[config.mk]
export PLATFORM = sky130hd
export DESIGN_NAME = alu_arbiter
export DESIGN_NICKNAME = d
export VERILOG_FILES = /design/src/rtl/alu_arbiter.sv
export SDC_FILE = /design/constraint.sdc
export NUM_CORES = 1
export LEC_CHECK = 0
export CAP_MARGIN = 10
export CORE_UTILIZATION = 35
export DETAILED_ROUTE_END_ITERATION = 7
export GPL_ROUTABILITY_DRIVEN = 0
export PLACE_DENSITY_LB_ADDON = 0.08
export SYNTH_ARGS = -nofsm -noshare
export SYNTH_HDL_FRONTEND = slang
export SYNTH_SLANG_ARGS = --single-unit
[constraint.sdc]
create_clock -name clk -period 1.7 [get_ports clk]
set_input_delay 0.51 -clock clk [delete_from_list [all_inputs] [get_ports clk]]
set_output_delay 0.51 -clock clk [all_outputs]
set_load 0.1 [all_outputs]
[src/rtl/alu_arbiter.sv]
// rtl/alu_arbiter.sv - two-requester round-robin front end for a shared ALU
module alu_arbiter #(
    parameter logic [6:0] LAST_OP = 7'd12
) (
    input  logic        clk,
    input  logic        reset,
    input  logic        req0_valid,
    output logic        req0_ready,
    input  logic [31:0] req0_a,
    input  logic [31:0] req0_b,
    input  logic [6:0]  req0_op,
    input  logic        req1_valid,
    output logic        req1_ready,
    input  logic [31:0] req1_a,
    input  logic [31:0] req1_b,
    input  logic [6:0]  req1_op,
    output logic [31:0] aluA,
    output logic [31:0] aluB,
    output logic [6:0]  aluOpcode,
    input  logic [31:0] aluOut,
    input  logic        aluCarry,
    input  logic [4:0]  aluFlags,
    output logic        rsp_valid,
    input  logic        rsp_ready,
    output logic        rsp_id,
    output logic [31:0] rsp_data,
    output logic [4:0]  rsp_flags,
    output logic        rsp_err,
    output logic        busy,
    output logic [15:0] done_count
);

    typedef enum logic [1:0] {IDLE, SETTLE, RESP} state_t;

    state_t      state;
    logic        last_grant;
    logic        grant0;
    logic        grant1;
    logic [31:0] sel_a;
    logic [31:0] sel_b;
    logic [6:0]  sel_op;
    logic        unused_carry;

    // Carry already arrives as aluFlags[4]; the separate pin is ignored.
    assign unused_carry = aluCarry;

    always_comb begin
        grant0 = 1'b0;
        grant1 = 1'b0;
        if (state == IDLE && !reset) begin
            if (req0_valid && !req1_valid) begin
                grant0 = 1'b1;
            end else if (req1_valid && !req0_valid) begin
                grant1 = 1'b1;
            end else if (req0_valid && req1_valid) begin
                grant0 = last_grant;
                grant1 = !last_grant;
            end
        end
    end

    assign req0_ready = grant0;
    assign req1_ready = grant1;
    assign sel_a      = grant1 ? req1_a  : req0_a;
    assign sel_b      = grant1 ? req1_b  : req0_b;
    assign sel_op     = grant1 ? req1_op : req0_op;
    assign busy       = (state != IDLE);

    always_ff @(posedge clk) begin
        if (reset) begin
            state      <= IDLE;
            last_grant <= 1'b1;
            aluA       <= '0;
            aluB       <= '0;
            aluOpcode  <= '0;
            rsp_valid  <= 1'b0;
            rsp_id     <= 1'b0;
            rsp_data   <= '0;
            rsp_flags  <= '0;
            rsp_err    <= 1'b0;
            done_count <= '0;
        end else begin
            case (state)
                IDLE: begin
                    if (grant0 || grant1) begin
                        last_grant <= grant1;
                        rsp_id     <= grant1;
                        // Illegal opcodes never reach the ALU, so its inputs keep their last values.
                        if (sel_op > LAST_OP) begin
                            rsp_data  <= '0;
                            rsp_flags <= '0;
                            rsp_err   <= 1'b1;
                            rsp_valid <= 1'b1;
                            state     <= RESP;
                        end else begin
                            aluA      <= sel_a;
                            aluB      <= sel_b;
                            aluOpcode <= sel_op;
                            state     <= SETTLE;
                        end
                    end
                end
                SETTLE: begin
                    rsp_data  <= aluOut;
                    rsp_flags <= aluFlags;
                    rsp_err   <= 1'b0;
                    rsp_valid <= 1'b1;
                    state     <= RESP;
                end
                RESP: begin
                    if (rsp_ready) begin
                        rsp_valid  <= 1'b0;
                        done_count <= done_count + 16'd1;
                        state      <= IDLE;
                    end
                end
                default: state <= IDLE;
            endcase
        end
    end

endmodule

Yosys cells after proc, flatten, opt, wreduce, memory -nomap -nowiden
Index checks and enable logic that the tools add are counted.

Register bits: 130. Input bits: 185. Output and inout bits: 130. Logic and storage cells: 64.

Add/subtract/negate cells: 1. Order comparisons: 1. Equal/unequal tests: 5. Muxes and demuxes: 26. Bitwise logic cells: 1. Reductions and logical operators: 19.

Operators with widths (count): 32-bit 2-to-1 mux (4); 32-bit case mux with 2 select lines (1); 16-bit by 1-bit adder with 16-bit output, second input constant (1); 1-bit 2-to-1 mux (11); 5-bit 2-to-1 mux (2); 5-bit case mux with 2 select lines (1); 7-bit by 4-bit > comparator with 1-bit output, second input constant (1); 7-bit 2-to-1 mux (1); 2-bit 2-to-1 mux (3); 2-bit case mux with 3 select lines (1); 2-bit AND reduction (3); 3-bit AND reduction (2); 1-bit logical AND (4); 1-bit logical NOT (4); 2-bit by 1-bit != test with 1-bit output, second input constant (2); 4-bit AND reduction (1); 2-bit nonzero test (2); 1-bit case mux with 3 select lines (1); 3-bit nonzero test (1); 2-bit by 1-bit == test with 1-bit output, second input constant (1); 2-bit == test, second input constant (1); 2-bit logical NOT (1); 2-bit != test, second input constant (1); 1-bit case mux with 2 select lines (1); 2 further kinds (2).

Longest topological paths before layout
Word-level depth: 10. Gate-level depth with buffers: 8. Mapped depth without buffers: 5.

Worst setup path before layout
OpenSTA, ideal clock, no wires.

Path type: input port to output port. From: input reset. To: output req1_ready. Arrival time: 2.036 ns. Data required time: 1.190 ns. Setup slack: -0.846 ns. Cell stages on the path: 5. Path buffers: 2. Path through: nor3_2 > nand3_1 > buf_2 > inv_1 > clkbuf_1.

Cells in the longest elaborated chain, start to end: 3.

Ends and longest elaborated chain: start: declaration (line 6) `input logic reset,`; 1-bit logical NOT (line 50) `if (state == IDLE && !reset) begin`; 1-bit logical AND (line 50); 1-bit 2-to-1 mux (line 50); end: declaration (line 13) `output logic req1_ready,`.

Every way passes these cells.

Worst setup path in the final report
From: register state[0]. To: output req0_ready.

Cells in the longest elaborated chain, start to end: 3.

Ends and longest elaborated chain: start: declaration (line 35) `state_t state;`; start signal: assignment (line 71) `state <= IDLE;`; start signal: assignment (line 94) `state <= RESP;`; start signal: assignment (line 99) `state <= SETTLE;`; 2-bit logical NOT (line 50); 1-bit logical AND (line 50); 1-bit 2-to-1 mux (line 50); end: declaration (line 8) `output logic req0_ready,`.

Every way passes these cells.

==> impl_metrics.yaml <==
status:
  status: "finished, violations left"
  violations: "negative setup slack"
critical_path:
  arrival_ns: 1.53
  regToRegStartpoint: "state[0]"
  crit_chain: "nor3_4 > buf_4 > and3b_2 > buf_12"
  crit_family: "simple AND/OR/NAND/NOR gates"
  worstPathMaxFanout: 2
  end_kind: "output port"
  r2r_slack_ns: -0.27
  critPathLaunchType: "flop"
  critPathKind: "flop to output port"
  cp_num_buf_inv: 2
  cp.required_ns: 1.19
  cpMaxStageDelayCell: "dfxtp_2"
  critPathMaxStageDelay_ns: 0.33
  cp-startpoint: "state[0]"
layout:
  layout_commonest_cell: "clkdlybuf4s50_1"
  final_design_area_no_fill_sq_um: 12900
  syn2layout_area_growth_pct: 131
  final_cell_mix: "clkdlybuf4s50_1, buf_12, dfxtp_1"
  drive_above_1_share: 0.431
  nNetsFinal: 1172
routing:
  num_vias: 6763
  drtIter0Drc: 245
  drcViolationCount: 0
  routed_wl_um: 25900
  ant_nets: 0
  dr.pass1.iters: 4
  viasPerCell: 5.59
  wl_per_cell_um: 21.4
power_and_ir_drop:
  pwr-share-comb: 0.260
  peakVddDrop_mv: 0.673
  seqPwrFrac: 0.343
  clockPowerShare: 0.396
  p_sw_mw: 2.75
  p_leak_nw: 4.69
  p_sw_frac: 0.294
  cellPowerDensity_nw_per_um2: 725
  p_int_mw: 6.61
global_route:
  grt_usage: 0.289
  grt_start_max_net_pins: 76
  grt_pass1_vias: 6843
  overflow: 0
  grt_pass1_wl_um: 36700
  antenna_found_initial: 2
clock_tree:
  cts.clk_slew.worst_paths_ns: 0.05
  cts_tree: "built"
  cts-root-buf: "clkbuf_16"
  clk_latency_ns: 0.42
  htree_levels: 4
  clock_path_buffers: 2
  clock-sinks: 130
  cts_buffers: 17
min_path:
  min-delay-start: "req0_op[0]"
  hp-class: "input port to flop"
synth:
  yosys_warnings: 0
  syn-num-nets: 822
  syn_inst: 636
  ys_ff_latch: 130
  synth.area.top_cells: "dfxtp_1, a311oi_1, a21oi_1"
  seq_area_frac_synth: 0.465
  synth_cell_type_count: 35
  synth_area_leader_cell: "dfxtp_1"
  syn_area_sq_um: 5600
  syn_area_per_cell_sq_um: 8.80
  synth_top_area_share: 0.465
placed_design:
  pre_cts_ws_ns: -0.713
  hpwl_um: 15300
  postPlaceCellArea_sq_um: 10700
  place.port_buffers: 313
timing:
  finalHoldViolCount: 0
  rsz0062_at_grt: "yes"
  worst_pin_slew_ns: 1.13
  fin_crit_sh: 1.20
  clock_skew_ns: 0.00932
  fmax_mhz: 491
  slew_viol_final: 0
  fin_setup_tns_ns: -21.94
  setup_viol: 114
  min_period_ns: 2.04
  worst_slack_ns: -0.338
  maxSlewHeadroom: 0.250
floorplanning:
  core_area_sq_um: 15400
  die_x_um: 128
  die_y_um: 128
  initial_core_util: 0.363
  rows: 45
  die_area_sq_um: 16500
  ios: 315
flow_run:
  maxCapViolCount: 0
## state kept, by name, indices dropped and copies added (netlist names)
signal      cells
aluA           32
aluB           32
rsp_data       32
done_count     16
aluOpcode       7
rsp_flags       5
state           2
last_grant      1
rsp_err         1
rsp_id          1
rsp_valid       1
## tightest hold or removal path, cell delays in order
cell,delay (ns)
dlymetal6s2s_1,0.13
nand2_1,0.07
a311oi_1,0.09
## cell usage after synthesis, drive strengths merged
cell type,number
a211oi,38
o21a,3
mux2i,39
and2,1
nor2,18
a221o,1
inv,5
a21oi,108
clkbuf,42
buf,22
and3,2
xor2,5
nor3,7
nand3,6
nand2,108
nor2b,2
a311oi,68
and3b,2
ha,1
o211ai,2
a21boi,1
dfxtp,130
nor3b,4
and4,1
o21ba,1
o21ai,4
nor4,1
or3,3
xnor2,7
nand4,3
nand2b,1
## metrics by stage
| step | util | power (mW) | hold slack, ns | cells |
|---|---|---|---|---|
| after floorplan | - | 4.28 | 0.478 | 636 |
| after global placement | 0.693 | 5.24 | 0.492 | 1134 |
| after detailed placement | 0.693 | 5.27 | 0.515 | 1134 |
| after CTS | 0.804 | 9.24 | 0.525 | 1196 |
| after global routing | 0.837 | 9.65 | 0.426 | 1210 |
| final | 0.837 | 9.35 | 0.433 | 1210 |
## path summary, 6_finish.rpt
kind                       end  cells after the start
setup / recovery    req0_ready                      4
hold / removal    aluOpcode[0]                      3
setup reg to reg  rsp_data[26]                      9
hold reg to reg      rsp_valid                      1
## layout make-up
cell class | count | area (sq um)
timing repair buffer | 387 | 5520
multi-input combinational | 445 | 3870
sequential | 130 | 2630
fill | 831 | 2520
clock buffer | 26 | 529
tap | 211 | 264
clock inverter | 4 | 70.1
inverter | 5 | 22.5
antenna | 2 | 5.00
## logic make-up (layout without fill, tap and decap cells)
kind of cell | Yosys count | after routing | share of synthesized area
and+or+nand+nor | 159 | 167 | 0.122
adders and majority gates | 1 | 1 | 0.00224
other | 0 | 2 | 0
xor gates and xnor gates | 12 | 12 | 0.0188
AOI/OAI and AO/OA | 226 | 226 | 0.269
DFF | 130 | 130 | 0.465
muxes | 39 | 39 | 0.0720
buffers and inverters | 69 | 422 | 0.0508
## metal layers
layer,share of wire,GRT usage,routed length (um)
met1,0.37,0.309,9440
met2,0.52,0.511,13400
met3,0.082,0.102,2120
met4,0.035,0.130,911
met5,0,0,0
## power groups by stage
stage                     clock network (mW)  registers [mW]  logic, mW
after floorplan                            0            3.71      0.564
after global placement                     0            3.26       1.98
after detailed placement                   0            3.26       2.00
after CTS                               3.76            3.21       2.28
after global routing                    3.91            3.22       2.52
final                                   3.71            3.21       2.43
## what timing repair did
item / 4_1_cts / 5_1_grt
cloned: 15 / 9
endpoints found under the setup margin: 114 / 125
pin swaps: 24 / 44
setup buffers: 18 / 8
gates resized for setup: 125 / 74
hold buffers: 0 / 0
(Power assumes the default switching activity.)
==> patch 1, RTL diff (same settings) <==
Reset style: asynchronous (`reset`), changed in one clocked block.
--- a/src/rtl/alu_arbiter.sv
+++ b/src/rtl/alu_arbiter.sv
@@ -67,5 +67,5 @@
     assign busy       = (state != IDLE);
 
-    always_ff @(posedge clk) begin
+    always_ff @(posedge clk or posedge reset) begin
         if (reset) begin
             state      <= IDLE;
Function: differs if reset is asserted again (counterexample within 4 cycles, from zero or initial values and one cycle with reset high); with reset held inactive, the same outputs for 4 cycles.
==> patch 1 against the unedited design <==
Area after synthesis is 2.6% higher. Synthesized cell count is 10% lower. Non-clock buffer count is 19 lower. Core utilization is 11 points lower. Sequential cell count stayed put. Register-to-register slack worse by 0.14 ns. Final area is 9.9% lower. Wire length is 16% lower. Setup slack worse by 0.074 ns. The run still ends with setup timing left. Clock skew hardly changed.
Power is left out: it rests on default switching activity, and per cell area and clock period it moved more than threefold.
==> patch 1: results <==
[detailed_routing]
avgViaCountPerCell = 5.32
dr.pass1.iters = 5
wl_per_cell_um = 19.2

[setup_path]
slowest_stage = "dfrtp_1"
crit_path_max_fanout = 15
cp_top_family = "buffers and inverters"

[timing]
setup_viol_count_final = 114
tightest_slew_ns = 0.339
setup_ws_ns = -0.412
skew_ns = 0.00905
setup-tns-final_ns = -41.15

[synth]
yosys_most_used_dff = "dfrtp_1"
synth_area_leaders = "dfrtp_1, a41oi_1, nand2_1"
async_flop_share_pct = 100
netlist-cell-type-count = 36
synth_nets = 757
synth_common_cells = "nand2_1, dfrtp_1, a21oi_1"

[grt]
grt_util_met1_pct = 29.8
grt_pass1_vias = 6126
grtUsageMet2_pct = 44.1
grt_pass1_wl_mm = 33.1
grt_use_total_pct = 26.1

[clocking]
clk_pin_slew_ns = 0.07

[cells_and_area]
drive_gt1_share_pct = 26.1
finalNetCount = 1091

[min_path]
min_path_type = "input pin to async pin"

[status]
status = "finished with violations"
violations = "setup timing"

[placed_design]
place_hpwl_mm = 15.0
patch 1: cell types whose count changed after synthesis, sizes merged, moves of 37 or more:
cell / delta
dfxtp: -130
mux2i: -39
a21oi: -39
a311oi: -68
dfrtp: +129
a22o: +37
nand2: +44
a211oi: -37
a41oi: +68
patch 1: cells by family after synthesis:
| kind of cell | share of synthesized area (%) |
|---|---|
| mux | 0.196 |
| xor+xnor | 2.29 |
| simple gates | 13.1 |
| buf+inv | 4.18 |
| flops | 56.7 |
| compound gates | 23.4 |
| fa+ha+maj | 0.218 |
patch 1: path summary, 6_finish.rpt:
check                           slack, ns  cells after the start        from          to
worst min-delay path                 0.43                      3       reset    aluA[15]
worst max register to register      -0.41                     11    state[1]    aluB[14]
max in group asynchronous            0.98                      3       reset  last_grant
worst max-delay path                -0.41                     11    state[1]    aluB[14]
min in group clk                     0.49                      2  last_grant  last_grant
worst min register to register       0.49                      2  last_grant  last_grant
patch 1: per-stage QoR:
| step | cell area, um2 | setup slack, ns | cells | util, % | hold slack [ns] |
|---|---|---|---|---|---|
| finish | 11600 | -0.412 | 1134 | 73.0 | 0.435 |
| global route | 11600 | -0.494 | 1134 | 73.0 | 0.452 |
| CTS | 11500 | -0.391 | 1125 | 72.4 | 0.437 |
| detailed placement | 10700 | -0.879 | 1079 | 66.8 | 0.465 |
| global placement | 10700 | -0.843 | 1079 | 66.8 | 0.463 |
| floorplan | 5820 | -0.418 | 571 | - | 0.451 |
patch 1: final cells by class:
cell class | count | area, um2 | area share (%)
Clock buffer | 17 | 425 | 3.66
Multi-Input combinational cell | 384 | 2350 | 20.2
Tap cell | 216 | 270 | 2.32
Timing Repair Buffer | 368 | 5160 | 44.4
Sequential cell | 130 | 3250 | 28.0
Inverter | 4 | 21.3 | 0.183
Clock inverter | 15 | 148 | 1.27
patch 1: worst min-delay path, stage by stage:
cell and delay (ns):
dlygate4sd2_1 0.30, clkinvlp_4 0.17, buf_12 0.25
patch 1: repair_timing:
| action | CTS | global route |
|---|---|---|
| setup buffers | 9 | 9 |
| setup endpoints to repair | 119 | 120 |
| resized for setup | 23 | 6 |
| pin swaps | 7 | 7 |
| cloned | 5 | 0 |
patch 1: layer usage:
| layer | routed length (um) | vias to the layer above | share of wire [%] |
|---|---|---|---|
| li1 | - | 2750 | - |
| met1 | 8070 | 2949 | 37 |
| met2 | 11200 | 279 | 51 |
| met3 | 1690 | 52 | 7.8 |
| met4 | 791 | 0 | 3.6 |
| met5 | 0 | - | 0 |
==> patch 2, RTL diff (config.mk and constraints unchanged) <==
Made on the original files. The 3 states of `state_t` get a one-hot encoding in 3 bits.
--- a/src/rtl/alu_arbiter.sv
+++ b/src/rtl/alu_arbiter.sv
@@ -31,5 +31,5 @@
 );
 
-    typedef enum logic [1:0] {IDLE, SETTLE, RESP} state_t;
+    typedef enum logic [2:0] {IDLE = 3'b001, SETTLE = 3'b010, RESP = 3'b100} state_t;
 
     state_t      state;
Behaviour: no difference found for any inputs over 4 cycles, from zero or initial values and one cycle with reset high; so few cycles prove little.
==> patch 2 against the unedited design <==
The run ends with slew limit, setup timing left. Sequential cell count increased by 1. First-iteration DRC count increased by 11%. Global-route usage shrank 2.0 points. Wire length shrank 2.2%. Core utilization down 7.2 points. Total power rose by 3.4%. Critical path depth unchanged. Area after synthesis increased by 12%. Final area grew 2.8%. Largest cell class unchanged. Sequential share of layout area is 0.29 points lower. Setup slack got worse by 0.24 ns.
==> patch 2: results <==
[grt]
grt_use_total_pct = 26.9
grt_pass1_vias = 6757
grt_pass1_wl_mm = 37.7
grt_use_met3_pct = 8.19
antenna_found_initial = 1
grt_util_met1_pct = 30.4
grt_max_degree = 86
grtUsageMet2_pct = 46.9

[synth]
netlist-cell-type-count = 49
synth_area_leaders = "dfxtp_1, mux2i_1, a31o_1"
synth_nets = 775
yosysSeqAreaShare_pct = 41.9
synth_common_cells = "dfxtp_1, a31o_1, mux2i_1"
async_flop_share_pct = 0

[timing]
timing.hold.ws_ns = 0.515
setup_ws_ns = -0.577
setup-tns-final_ns = -57.77
final_max_slew_viol_count = 45
setup_viol_count_final = 126
max_slew_margin_pct = -1.28
skew_ns = 0.00718

[clocking]
clock_latency_ns = 0.42

[min_path]
worstHoldPathCells = 2
whs_endpoint = "done_count[14]"
worstHoldStart = "done_count[14]"
min_path_type = "flop to flop"

[setup_path]
r2r_cells = 8
timing.rr.end = "rsp_data[2]"
crit_path_max_fanout = 3
r2r_setup_slack_ns = -0.55
r2r_start = "state[1]"
cp.arrival_ns = 1.77

[status]
violations = "slew limit, setup timing"
status = "finished with violations"

[cells_and_area]
fillers = 1086
antenna_cells = 0
drive_gt1_share_pct = 38.5
finalNetCount = 1126

[power]
leakage_nw = 4.96
ir_drop_uv = 748

[placed_design]
place_hpwl_mm = 15.5
preCtsSetupSlack_ns = -0.906

[detailed_routing]
postRouteAntennaNets = 0
avgViaCountPerCell = 5.60
drtIter0Drc = 273
wl_mm = 25.3
patch 2: cell count changes in the layout (fill, tap and decap cells not counted), moves of 15 or more:
cell / unedited run / this run
a211oi_2: 37 / 0
a21oi_1: 63 / 3
mux2i_1: 38 / 69
a311oi_2: 61 / 0
a2111oi_2: 0 / 28
nand2_1: 105 / 7
a31o_1: 0 / 69
a2111oi_0: 0 / 17
o2bb2ai_1: 0 / 25
a2111oi_4: 0 / 20
a21oi_2: 30 / 1
a22oi_1: 0 / 37
a21oi_4: 15 / 0
patch 2: timing repair:
action | CTS | global route
setup buffers | 30 | 11
gates resized for setup | 87 | 122
setup endpoints to repair | 126 | 131
cloned | 17 | 2
pin swaps | 18 | 38
patch 2: routing by layer:
layer  vias up  share of wire (%)
met5         -              0.040
met4         2                2.3
met3        39                8.0
met2       275                 51
met1      3210                 39
li1       3072                  -
patch 2: cell type report:
| class | instances | area share (%) |
|---|---|---|
| multi-input combinational | 380 | 30.8 |
| inverter | 6 | 0.189 |
| tap | 225 | 2.12 |
| clock inverter | 8 | 0.933 |
| sequential | 131 | 20.1 |
| timing repair buffer | 404 | 42.2 |
| clock buffer | 24 | 3.70 |
patch 2: power by group:
group / internal, mW / leakage [nW] / switching [mW]
Clock: 2.46 / 0.296 / 1.36
Combinational: 1.25 / 3.59 / 1.39
Sequential: 3.13 / 1.07 / 0.0806
Total: 6.84 / 4.96 / 2.84
patch 2: worst max path at each step:
stage / slack [ns] / to / startpoint / cells past startpoint
2_1_floorplan: -0.50 / aluA[0] / reset / 7
3_3_place_gp: -0.83 / aluB[3] / req1_op[5] / 7
3_5_place_dp: -0.91 / aluA[2] / req1_op[5] / 7
4_1_cts: -0.56 / req0_ready / state[1] / 4
5_1_grt: -0.62 / rsp_data[22] / state[1] / 8
6_report: -0.58 / req1_ready / state[1] / 4
patch 2: logic make-up after synthesis:
| logic type | Yosys count | share of synthesized area (%) |
|---|---|---|
| compound gates | 230 | 32.0 |
| flops | 131 | 41.9 |
| buf+inv | 78 | 6.80 |
| mux | 72 | 11.6 |
| simple gates | 67 | 6.12 |
| xor+xnor | 10 | 1.40 |
| fa+ha+maj | 1 | 0.200 |
patch 2: critical path: stages (launching register included):
cell and delay (ns):
dfxtp_2 0.32, or4b_4 0.56, buf_6 0.15, nor2_4 0.13, buf_12 0.18
patch 2: per-stage QoR:
step,util (%),cell area (um2),std cells
5_1_grt,76.5,13300,1178
4_1_cts,74.6,12900,1184
2_1_floorplan,-,6430,589
6_report,76.5,13300,1178
3_5_place_dp,65.0,11300,1105
3_3_place_gp,65.0,11300,1105
